## config.mk

```make
export PLATFORM = sky130hd
export DESIGN_NAME = sd_cmd_seq
export DESIGN_NICKNAME = d
export VERILOG_FILES = /design/src/rtl/sd_pkg.sv /design/src/rtl/sd_crc7.sv /design/src/rtl/sd_cmd_seq.sv
export SDC_FILE = /design/constraint.sdc
export NUM_CORES = 1
export LEC_CHECK = 0
export CELL_PAD_IN_SITES_DETAIL_PLACEMENT = 0
export CELL_PAD_IN_SITES_GLOBAL_PLACEMENT = 2
export CORE_ASPECT_RATIO = 1.75
export CORE_MARGIN = 5
export CORE_UTILIZATION = 36
export DETAILED_ROUTE_END_ITERATION = 16
export PLACE_DENSITY_LB_ADDON = 0.12
export SLEW_MARGIN = 20
export SYNTH_ARGS = -nofsm -noshare
export SYNTH_HDL_FRONTEND = slang
export SYNTH_SLANG_ARGS = --single-unit
```

## constraint.sdc

```tcl
create_clock -name clk -period 8 [get_ports clk]
set_clock_uncertainty 0.2 [all_clocks]
set_input_delay 1.6 -clock clk [delete_from_list [all_inputs] [get_ports clk]]
set_output_delay 1.6 -clock clk [all_outputs]
set_load 0.02 [all_outputs]
```

## src/rtl/sd_pkg.sv

```systemverilog
// sd_pkg -- shared definitions for the SD command-line sequencer.
//
// Contents:
//   sd_state_e   : sequencer FSM states
//   sd_rsp_e     : response-type codes carried in cmd_reg[1:0]
//   CMD_*        : bit positions of the fields inside the command register
//   *_BITS       : frame lengths on the CMD line
//   crc7_next()  : one serial step of the CRC7 (x^7 + x^3 + 1)
package sd_pkg;

  typedef enum logic [2:0] {
    ST_IDLE     = 3'd0,
    ST_TX       = 3'd1,
    ST_WAIT_RSP = 3'd2,
    ST_RX       = 3'd3,
    ST_CHECK    = 3'd4,
    ST_DONE     = 3'd5
  } sd_state_e;

  typedef enum logic [1:0] {
    RSP_NONE = 2'b00,
    RSP_R136 = 2'b01,
    RSP_R48  = 2'b10,
    RSP_R48B = 2'b11
  } sd_rsp_e;

  // Command register field positions
  localparam int CMD_IDX_MSB = 13;
  localparam int CMD_IDX_LSB = 8;
  localparam int CMD_IDX_CHK = 4;
  localparam int CMD_CRC_CHK = 3;
  localparam int CMD_RSP_MSB = 1;
  localparam int CMD_RSP_LSB = 0;

  // Frame lengths in bits
  localparam int TX_BITS     = 48;
  localparam int TX_CRC_BITS = 40;
  localparam int R48_BITS    = 48;
  localparam int R136_BITS   = 136;

  // Shift left, feedback into x^0 and x^3.
  function automatic logic [6:0] crc7_next(input logic [6:0] crc, input logic din);
    logic fb;
    fb = crc[6] ^ din;
    return {crc[5:3], crc[2] ^ fb, crc[1:0], fb};
  endfunction

endpackage

```

## src/rtl/sd_crc7.sv

```systemverilog
// sd_crc7 -- serial CRC7 generator/checker, one bit per enabled cycle.
//
// Ports:
//   clk    : clock
//   rst_n  : asynchronous active-low reset (CRC cleared)
//   clr_i  : synchronous clear to 0, wins over en_i
//   en_i   : shift bit_i into the CRC this cycle
//   bit_i  : serial data bit
//   crc_o  : current CRC value
module sd_crc7
  import sd_pkg::*;
(
  input  logic       clk,
  input  logic       rst_n,
  input  logic       clr_i,
  input  logic       en_i,
  input  logic       bit_i,
  output logic [6:0] crc_o
);

  logic [6:0] crc_q, crc_d;

  always_comb begin
    crc_d = crc_q;
    if (clr_i) begin
      crc_d = '0;
    end else if (en_i) begin
      crc_d = crc7_next(crc_q, bit_i);
    end
  end

  always_ff @(posedge clk or negedge rst_n) begin
    if (!rst_n) begin
      crc_q <= '0;
    end else begin
      crc_q <= crc_d;
    end
  end

  assign crc_o = crc_q;

endmodule

```

## src/rtl/sd_cmd_seq.sv

```systemverilog
// sd_cmd_seq -- SD host CMD-line sequencer: serialises a 48-bit command,
// waits for and receives the 48/136-bit response, checks it and reports.
//
// Parameters:
//   NCR_MAX : bit strobes allowed between command end bit and response start bit
//   STB_DIV : clk cycles per CMD-line bit strobe (2..255)
//
// Ports:
//   clk, ex_resetn (async, active low), soft_rst_cmd (sync command abort)
//   cmd_start/cmd_reg/arg_reg : command issue (register write pulse + values)
//   sd_cmd_i / sd_cmd_o / sd_cmd_oe : CMD line
//   cmd_inhibit      : sequencer busy
//   resp0_d..resp3_d : response words, valid with resp_we
//   cmd_complete     : one-cycle completion pulse, err_flags valid with it
//   err_flags        : {end-bit, index, CRC, timeout}
//
// Build option: define SD_CMD_RESP_CRC_CHK_EN to include the response CRC7
// checker; without it the CRC error flag is always 0.
module sd_cmd_seq
  import sd_pkg::*;
#(
  parameter int NCR_MAX = 64,
  parameter int STB_DIV = 4
) (
  input  logic        clk,
  input  logic        ex_resetn,
  input  logic        soft_rst_cmd,
  input  logic        cmd_start,
  input  logic [15:0] cmd_reg,
  input  logic [31:0] arg_reg,
  input  logic        sd_cmd_i,
  output logic        sd_cmd_o,
  output logic        sd_cmd_oe,
  output logic        cmd_inhibit,
  output logic [31:0] resp0_d,
  output logic [31:0] resp1_d,
  output logic [31:0] resp2_d,
  output logic [31:0] resp3_d,
  output logic        resp_we,
  output logic        cmd_complete,
  output logic [3:0]  err_flags
);

  localparam int WCW = $clog2(NCR_MAX + 1);

  sd_state_e      state_q, state_d;
  logic [7:0]     div_q, div_d;
  logic [7:0]     cnt_q, cnt_d;
  logic [WCW-1:0] wcnt_q, wcnt_d;
  logic [3:0]     err_q, err_d;
  logic [15:0]    cmd_q;
  logic [39:0]    tx_sr_q;
  logic [135:0]   rx_sr_q;
  logic [31:0]    resp0_q, resp1_q, resp2_q, resp3_q;
  logic           resp_we_q;

  logic           strb;
  logic           accept;
  logic           rsp136;
  logic [7:0]     rx_last;
  logic           tx_bit;
  logic [2:0]     crc_sel;
  logic [6:0]     crc_tx;
  logic           crc_clr;
  logic           tx_crc_en;
  logic           end_err, idx_err, crc_err;
  logic           unused_bits;

  assign accept  = (state_q == ST_IDLE) && cmd_start && !soft_rst_cmd;
  assign strb    = (div_q == 8'(STB_DIV - 1));
  assign rsp136  = (cmd_q[CMD_RSP_MSB:CMD_RSP_LSB] == RSP_R136);
  assign rx_last = rsp136 ? 8'(R136_BITS - 1) : 8'(R48_BITS - 1);
  assign crc_clr = accept || soft_rst_cmd;

  // Bit strobe divider, realigned to every accepted command.
  always_comb begin
    div_d = div_q + 8'd1;
    if (accept || strb) begin
      div_d = 8'd0;
    end
  end

  // TX bit select: 40 payload bits from the shifter, then CRC7 MSB first
  // (cnt 40..46 has low bits 0..6), then the end bit.
  assign crc_sel = 3'd6 - cnt_q[2:0];
  always_comb begin
    tx_bit = 1'b1;
    if (cnt_q < 8'(TX_CRC_BITS)) begin
      tx_bit = tx_sr_q[39];
    end else if (cnt_q < 8'(TX_BITS - 1)) begin
      tx_bit = crc_tx[crc_sel];
    end
  end

  assign tx_crc_en = (state_q == ST_TX) && strb && (cnt_q < 8'(TX_CRC_BITS));

  sd_crc7 u_crc_tx (
    .clk   (clk),
    .rst_n (ex_resetn),
    .clr_i (crc_clr),
    .en_i  (tx_crc_en),
    .bit_i (tx_sr_q[39]),
    .crc_o (crc_tx)
  );

`ifdef SD_CMD_RESP_CRC_CHK_EN
  logic       rx_crc_en;
  logic [6:0] crc_rx;

  // cnt_q holds (bit number - 1) of the bit being sampled. R48 covers bits
  // 1..40 and R136 bits 9..128; the start bit is 0 and leaves a zero CRC
  // unchanged, so feeding starts with the second bit.
  assign rx_crc_en = (state_q == ST_RX) && strb &&
                     (rsp136 ? ((cnt_q >= 8'd8) && (cnt_q <= 8'd127))
                             : (cnt_q <= 8'd39));

  sd_crc7 u_crc_rx (
    .clk   (clk),
    .rst_n (ex_resetn),
    .clr_i (crc_clr),
    .en_i  (rx_crc_en),
    .bit_i (sd_cmd_i),
    .crc_o (crc_rx)
  );

  assign crc_err     = cmd_q[CMD_CRC_CHK] && (crc_rx != rx_sr_q[7:1]);
  assign unused_bits = ^{rx_sr_q[135:128], cmd_q[15:14], cmd_q[7:5], cmd_q[2]};
`else
  assign crc_err     = 1'b0;
  assign unused_bits = ^{rx_sr_q[135:128], rx_sr_q[7:1], cmd_q[15:14],
                         cmd_q[7:5], cmd_q[2]};
`endif

  assign end_err = ~rx_sr_q[0];
  assign idx_err = cmd_q[CMD_IDX_CHK] && !rsp136 &&
                   (rx_sr_q[45:40] != cmd_q[CMD_IDX_MSB:CMD_IDX_LSB]);

  // Sequencer next state
  always_comb begin
    state_d = state_q;
    cnt_d   = cnt_q;
    wcnt_d  = wcnt_q;
    err_d   = err_q;
    if (soft_rst_cmd) begin
      state_d = ST_IDLE;
      cnt_d   = '0;
      wcnt_d  = '0;
    end else begin
      case (state_q)
        ST_IDLE: begin
          if (cmd_start) begin
            state_d = ST_TX;
            cnt_d   = '0;
            wcnt_d  = '0;
            err_d   = '0;
          end
        end
        ST_TX: begin
          if (strb) begin
            if (cnt_q == 8'(TX_BITS - 1)) begin
              cnt_d   = '0;
              state_d = (cmd_q[CMD_RSP_MSB:CMD_RSP_LSB] == RSP_NONE) ? ST_DONE : ST_WAIT_RSP;
            end else begin
              cnt_d = cnt_q + 8'd1;
            end
          end
        end
        ST_WAIT_RSP: begin
          if (strb) begin
            if (!sd_cmd_i) begin
              // The start bit is bit 1 of the response.
              state_d = ST_RX;
              cnt_d   = 8'd1;
            end else if (wcnt_q == WCW'(NCR_MAX - 1)) begin
              state_d  = ST_DONE;
              err_d[0] = 1'b1;
            end else begin
              wcnt_d = wcnt_q + 1'b1;
            end
          end
        end
        ST_RX: begin
          if (strb) begin
            cnt_d = cnt_q + 8'd1;
            if (cnt_q == rx_last) begin
              state_d = ST_CHECK;
            end
          end
        end
        ST_CHECK: begin
          state_d = ST_DONE;
          err_d   = {end_err, idx_err, crc_err, 1'b0};
        end
        ST_DONE: begin
          state_d = ST_IDLE;
        end
        default: begin
          state_d = ST_IDLE;
        end
      endcase
    end
  end

  always_ff @(posedge clk or negedge ex_resetn) begin
    if (!ex_resetn) begin
      state_q   <= ST_IDLE;
      div_q     <= '0;
      cnt_q     <= '0;
      wcnt_q    <= '0;
      err_q     <= '0;
      cmd_q     <= '0;
      resp_we_q <= 1'b0;
      resp0_q   <= '0;
      resp1_q   <= '0;
      resp2_q   <= '0;
      resp3_q   <= '0;
    end else begin
      state_q   <= state_d;
      div_q     <= div_d;
      cnt_q     <= cnt_d;
      wcnt_q    <= wcnt_d;
      err_q     <= err_d;
      resp_we_q <= (state_q == ST_CHECK) && !soft_rst_cmd;
      if (accept) begin
        cmd_q <= cmd_reg;
      end
      if ((state_q == ST_CHECK) && !soft_rst_cmd) begin
        if (rsp136) begin
          {resp3_q, resp2_q, resp1_q, resp0_q} <= {8'h00, rx_sr_q[127:8]};
        end else begin
          resp0_q <= rx_sr_q[39:8];
          resp1_q <= '0;
          resp2_q <= '0;
          resp3_q <= '0;
        end
      end
    end
  end

  // Shift registers: cleared on every new command and on abort.
  always_ff @(posedge clk) begin
    if (accept) begin
      tx_sr_q <= {2'b01, cmd_reg[CMD_IDX_MSB:CMD_IDX_LSB], arg_reg};
    end else if (soft_rst_cmd) begin
      tx_sr_q <= '0;
    end else if ((state_q == ST_TX) && strb) begin
      tx_sr_q <= {tx_sr_q[38:0], 1'b0};
    end
    if (crc_clr) begin
      rx_sr_q <= '0;
    end else if ((state_q == ST_RX) && strb) begin
      rx_sr_q <= {rx_sr_q[134:0], sd_cmd_i};
    end
  end

  assign sd_cmd_oe    = (state_q == ST_TX);
  assign sd_cmd_o     = (state_q == ST_TX) ? tx_bit : 1'b1;
  assign cmd_inhibit  = (state_q != ST_IDLE);
  assign cmd_complete = (state_q == ST_DONE);
  assign err_flags    = (state_q == ST_DONE) ? err_q : 4'b0000;
  assign resp_we      = resp_we_q;
  assign resp0_d      = resp0_q;
  assign resp1_d      = resp1_q;
  assign resp2_d      = resp2_q;
  assign resp3_d      = resp3_q;

endmodule

```

==> out/qor.csv, run 1 <==
stage;metric;value;unit
sta;final setup violation count;0;
global_routing;first-pass GRT wire length;55010;um
final_layout;fill count;3647;
cts;worst-skew pair later-pin latency;0.52;ns
synth;post-synth cell types;58;
synth;syn_area_per_cell;9.033;um^2
floorplan;Top Ports;190;
sta;crit share post-route;61.64;%
placed_design;DP Area;15140;um^2
outcome;status;complete, no violations;
final_layout;design area;16280;um^2
floorplan;die height;263.0;um
global_routing;number of global-route vias before repair;10395;
floorplan;Die ar.;40660;um^2
floorplan;Core ar.;36140;um^2
global_routing;largest net degree at the start of global routing;86;
cts;CTS Buffer Depth;3;
pwr;Power per Cell Area;259.1;nW/um^2
sta;Slew @ Worst Pin;0.9945;ns
sta;f_max;0.2028;GHz
synth;FF+latch count, synth;334;
drt;number of iterations in the first detailed-routing pass;4;
cts;CTS root buffer;clkbuf_16;
pwr;clock network fraction of total power;39.0;%
pwr;P_int;3035;uW
drt;DR iter-0 viols;450;
worst_setup_path;crit path launch type;flip-flop;
final_layout;# diodes;0;
cts;CTS tree;yes;
placed_design;post-DP HPWL;20600;um
pwr;switch share;28.07;%
final_layout;fraction of layout cells with a size suffix above 1;5.417;%
sta;RSZ-0062 raised after global routing;false;
hold_path;worst min-delay path class;flip-flop to flip-flop;
drt;Remaining DRCs;0;
pwr;VDD IR max;194.0;uV
drt;via count;10053;
synth;post-synthesis sequential area ratio;59.97;%
worst_setup_path;WP data arrival;3.13;ns
placed_design;RD Place Congestion;0.7450;
cts;clock-pin slew on the worst setup and hold paths;0.07;ns
final_layout;Core Util, Final;45.05;%
pwr;Overall Power;4220;uW
worst_setup_path;maximum fanout along the worst path;10;
floorplan;Die X;154.6;um
final_layout;area grow syn2layout;23.65;%
worst_setup_path;Crit Path Category;flip-flop to primary output;
synth;Post-Syn Area;13170;um^2
job;max-cap violations;0;
global_routing;GRT Total Usage;16.41;%
cts;Setup Fix Bufs, Post-CTS;0;
worst_setup_path;Worst Path Required;6.20;ns
final_layout;footprint of the multi-input gates;4785;um^2
cts;CTS Hold Bufs;0;
cts;# H-tree levels;2;
final_layout;register area;7898;um^2
synth;Synth warnings;0;
sta;fin crit period;4.932;ns
synth;Syn Inst Count;1458;
global_routing;total grt overflow;0;
final_layout;Final #Nets;1637;
cts;CTS buffer count;34;
cts;Gates resized, CTS repair;0;
pwr;NetSw;1185;uW
floorplan;Initial Utilization;36.44;%
sta;setup tns final;0;ns
pwr;sequential power share;46.1;%
drt;Via density;4.842;
worst_setup_path;Crit. End Element;primary output;
sta;max_slew headroom;33.70;%
placed_design;# port buffers;173;
sta;Max Slew Vio Count;0;
drt;Antenna Nets Post-Route;0;
global_routing;initial antenna violation count;0;
drt;Total Wirelength;33480;um
floorplan;FP Rows;92;
cts;CTS sink cnt;334;
pwr;combinational power share;14.8;%
drt;DR WL/cell;16.13;um
pwr;Leak;0.006854;uW
sta;Hold Violations, Final;0;
## cell usage after synthesis (all sizes together)
cell	count	share of area [%]
nand2	586	17
dfrtp	166	32
a21oi	138	5.3
dfxtp	130	20
nand3	97	3.7
clkbuf	71	2.3
edfxtp	38	8.7
buf	36	1.6
nor2	36	1.0
a22o	31	2.1
o21ai	22	0.84
mux2i	13	0.99
xnor2	12	0.80
nor3	10	0.42
xor2	9	0.60
and3	7	0.34
inv	7	0.20
nand4	5	0.24
or2	5	0.24
a31oi	3	0.14
ha	3	0.29
nor2b	3	0.14
or3	3	0.14
and2	2	0.095
nand3b	2	0.14
nor3b	2	0.19
nor4	2	0.095
or3b	2	0.13
a211o	1	0.067
a211oi	1	0.057
a21o	1	0.057
a311oi	1	0.067
a32o	1	0.076
bufbuf	1	0.14
conb	1	0.028
mux2	1	0.085
mux4	1	0.17
nand2b	1	0.048
nor4b	1	0.11
o21a	1	0.057
o21bai	1	0.057
o22ai	1	0.048
o31ai	1	0.057
o41ai	1	0.21
or4	1	0.057
## layer usage
metal	vias up	GRT usage, %	share of wire [%]
li1	4998	-	-
met1	4856	18.72	41
met2	156	30.76	53
met3	43	3.287	4.2
met4	0	4.491	2.2
met5	-	0	0
## power by group through the flow
stage	sequential, uW	combinational, uW	clock (uW)
after floorplan	1940	466	0
after global placement	1980	641	0
after detailed placement	1980	639	0
after CTS	1950	644	1710
after global routing	1960	698	1770
final	1950	626	1650
## cell usage in the layout, fill, tap and decap left out, types with 4 or more instances in the layout
cell type	count
a22o_1	31
xor2_1	9
dfrtp_1	166
nor3_1	9
and3_1	6
o21ai_0	20
a21oi_1	136
edfxtp_1	38
conb_1	9
nor2_1	34
bufinv_16	4
nand4_1	5
clkbuf_1	9
inv_1	6
clkbuf_16	35
clkdlybuf4s50_1	172
mux2i_1	13
nand3_1	97
nand2_1	586
buf_4	14
clkbuf_8	4
xnor2_1	12
dfxtp_1	130
## metrics by stage
step / hold WS, ns / cells / setup WS (ns)
global placement: 0.2412 / 2015 / 3.315
detailed placement: 0.2393 / 2015 / 3.356
CTS: 0.2501 / 2076 / 2.990
finish: 0.2479 / 2076 / 3.068
floorplan: 0.2264 / 1466 / 4.058
global route: 0.2691 / 2076 / 2.786
## worst paths after layout
path	startpoint	end	slack, ns	depth (start not counted)
max reg2reg	state_q[2]$_DFFE_PN0P_	rx_sr_q[42]$_SDFFE_PP0P_	4.84	6
max	cnt_q[0]$_DFFE_PN0P_	sd_cmd_o	3.07	7
min in group asynchronous	ex_resetn	state_q[0]$_DFFE_PN0P_	0.76	1
min	rx_sr_q[37]$_SDFFE_PP0P_	resp0_d[29]$_DFFE_PN0P_	0.25	2
max in group asynchronous	ex_resetn	resp1_d[22]$_DFFE_PN0P_	5.59	2
min reg2reg	rx_sr_q[37]$_SDFFE_PP0P_	resp0_d[29]$_DFFE_PN0P_	0.25	2
## registers in the layout, indices dropped and copies added, names as in the netlist
name / flops
u_crc_tx.crc_o: 7
resp2_d: 32
rx_sr_q: 128
resp_we: 1
div_q: 8
state_q: 3
wcnt_q: 7
cnt_q: 8
cmd_q: 9
resp3_d: 24
err_q: 3
resp0_d: 32
tx_sr_q: 40
resp1_d: 32
## worst max-delay path: stages, from the launching register on
cell and delay [ns]:
dfrtp_1 0.51, ha_1 0.46, mux4_2 0.34, o21ai_0 0.15, o21ai_0 0.09, nor4_1 0.27
o21ai_0 0.19, clkdlybuf4s50_1 0.60
## kinds of logic after synthesis
logic type	Yosys count	synth area share, %
mux	15	1.244
other cells	1	0.02847
flops	334	59.97
buf+inv	115	4.189
simple gates	765	23.83
xor+xnor	21	1.397
compound gates	204	9.064
fa+ha+maj	3	0.2850
## area by class of cell
cell class | instances | share of cell area (%)
inverter | 7 | 0.1767
timing repair buffer | 187 | 11.29
sequential | 334 | 48.50
multi-input combinational | 1017 | 29.38
tap | 470 | 3.611
clock inverter | 13 | 1.122
clock buffer | 48 | 5.924
(Power assumes the default switching activity.)
==> run 2, diff against run 1 <==
CORE_UTILIZATION = 33   (was 36)
clock period = 4.8 ns   (was 8 ns; I/O delays follow)
==> out/qor.csv, run 2 (same netlist as run 1, synthesis figures left out) <==
stage;metric;value;unit
cts;CTS Buffer Depth;3;
final_layout;area grow syn2layout;24.62;%
drt;Remaining DRCs;0;
pwr;Leak;0.006915;uW
final_layout;max reg flops;128;
cts;# H-tree levels;2;
hold_path;Hold Crit Start;rx_sr_q[2]$_SDFFE_PP0P_;
cts;CTS root buffer;clkbuf_16;
floorplan;Die ar.;44160;um^2
outcome;status;complete, no violations;
sta;crit share post-route;90.70;%
placed_design;# port buffers;173;
drt;Total Wirelength;34520;um
cts;worst-skew pair later-pin latency;0.51;ns
final_layout;# diodes;0;
sta;Slew @ Worst Pin;1.062;ns
worst_setup_path;R2R Path End;rx_sr_q[75]$_SDFFE_PP0P_;
floorplan;FP Rows;96;
pwr;Power per Cell Area;431.4;nW/um^2
worst_setup_path;Crit. End Element;primary output;
worst_setup_path;WP data arrival;3.19;ns
global_routing;largest net degree at the start of global routing;90;
cts;CTS Hold Bufs;0;
final_layout;fraction of layout cells with a size suffix above 1;5.773;%
placed_design;RD Place Congestion;0.7618;
drt;via count;10116;
sta;setup tns final;0;ns
worst_setup_path;Worst Path Required;3.64;ns
floorplan;Core ar.;39400;um^2
drt;DR iter-0 viols;577;
final_layout;commonest non-fill, non-tap cell in the layout;nand2_1;
sta;f_max;0.2297;GHz
worst_setup_path;crit path launch type;flip-flop;
drt;DR WL/cell;16.43;um
sta;RSZ-0062 raised after global routing;false;
cts;CTS sink cnt;334;
drt;number of iterations in the first detailed-routing pass;4;
sta;fin crit period;4.353;ns
sta;max_slew headroom;29.20;%
global_routing;total grt overflow;0;
sta;final setup violation count;0;
final_layout;most frequent cells in the layout;nand2_1, clkdlybuf4s50_1, dfrtp_1;
hold_path;Hold EP;rx_sr_q[3]$_SDFFE_PP0P_;
worst_setup_path;CP startpoint;cnt_q[0]$_DFFE_PN0P_;
worst_setup_path;FF-to-FF Start;div_q[0]$_DFF_PN0_;
global_routing;first-pass GRT wire length;56720;um
cts;Gates resized, CTS repair;0;
worst_setup_path;maximum fanout along the worst path;10;
final_layout;Largest regs;rx_sr_q (128), tx_sr_q (40);
cts;Setup Fix Bufs, Post-CTS;0;
placed_design;post-DP HPWL;21440;um
sta;Max Slew Vio Count;0;
worst_setup_path;worst reg-to-reg path cell count;7;
final_layout;largest reg by FF count;rx_sr_q;
drt;Antenna Nets Post-Route;0;
global_routing;initial antenna violation count;0;
cts;clock-pin slew on the worst setup and hold paths;0.06;ns
sta;final hold slack;0.2536;ns
cts;CTS buffer count;35;
pwr;VDD IR max;352.4;uV
worst_setup_path;Crit Path Category;flip-flop to primary output;
drt;Via density;4.815;
hold_path;hold path depth;2;
floorplan;die height;274.3;um
hold_path;worst min-delay path class;flip-flop to flip-flop;
job;max-cap violations;0;
global_routing;GRT Total Usage;15.77;%
sta;Hold Violations, Final;0;
global_routing;number of global-route vias before repair;10512;
floorplan;Top Ports;190;
floorplan;Die X;161.0;um
final_layout;Final #Nets;1641;
cts;CTS tree;yes;
worst_setup_path;setup slack, reg-to-reg;1.89;ns
floorplan;Initial Utilization;33.43;%
[run 2: cell count changes in the layout (fill, tap and decap cells not counted), moves of 2 or more]
| cell | delta |
|---|---|
| buf_12 | +3 |
| bufinv_16 | -4 |
| clkbuf_16 | +5 |
| clkbuf_8 | +6 |
| clkinv_1 | -2 |
| clkinvlp_4 | -2 |
[run 2: worst max-delay path, stage by stage (launching register included)]
cell and delay [ns]:
dfrtp_1 0.52, ha_1 0.42, mux2i_1 0.13, o21ai_0 0.15, o21ai_0 0.11, o21ai_0 0.19
nor4_1 0.07, o21ai_0 0.40, clkdlybuf4s50_1 0.70
[run 2: metal layers]
layer | wire length, um | GRT usage (%) | share of wire (%) | vias up
li1 | - | - | - | 5013
met1 | 14030 | 18.19 | 41 | 4889
met2 | 18320 | 29.63 | 53 | 171
met3 | 1490 | 3.083 | 4.3 | 43
met4 | 688 | 4.179 | 2.0 | 0
met5 | 0 | 0 | 0 | -
[run 2: layout make-up]
type                       count  area (um^2)
clock inverter                 3        15.01
fill                        4032        22980
clock buffer                  60         1176
multi-input combinational   1017         4785
sequential                   334         7898
tap                          490        613.1
timing repair buffer         190         1898
inverter                       7        28.78
[run 2: how the worst max path moves through the flow]
stage / cells past startpoint / end
floorplan: 5 / tx_sr_q[0]$_SDFFCE_PN0P_
global placement: 8 / sd_cmd_o
detailed placement: 8 / sd_cmd_o
CTS: 8 / sd_cmd_o
global route: 8 / sd_cmd_o
finish: 8 / sd_cmd_o
[run 2: report_power, final]
part           switching, uW  leakage [uW]  total [uW]  internal, uW
clock network           1110      0.000588        2770          1670
registers                146       0.00375        3250          3100
logic                    723       0.00258        1060           335
total                   1980       0.00691        7080          5100
[run 2: through the flow]
| stage | power [uW] | util (%) | instances | setup WS [ns] | cell area, um^2 |
|---|---|---|---|---|---|
| final | 7080 | 41.66 | 2101 | 0.4466 | 16410 |
| after global routing | 7450 | 41.66 | 2101 | 0.2988 | 16410 |
| after CTS | 7239 | 41.66 | 2101 | 0.4061 | 16410 |
| after detailed placement | 4403 | 38.64 | 2038 | 0.9725 | 15220 |
| after global placement | 4399 | 38.64 | 2038 | 0.9037 | 15220 |
| after floorplan | 4018 | - | 1466 | 1.498 | 13200 |
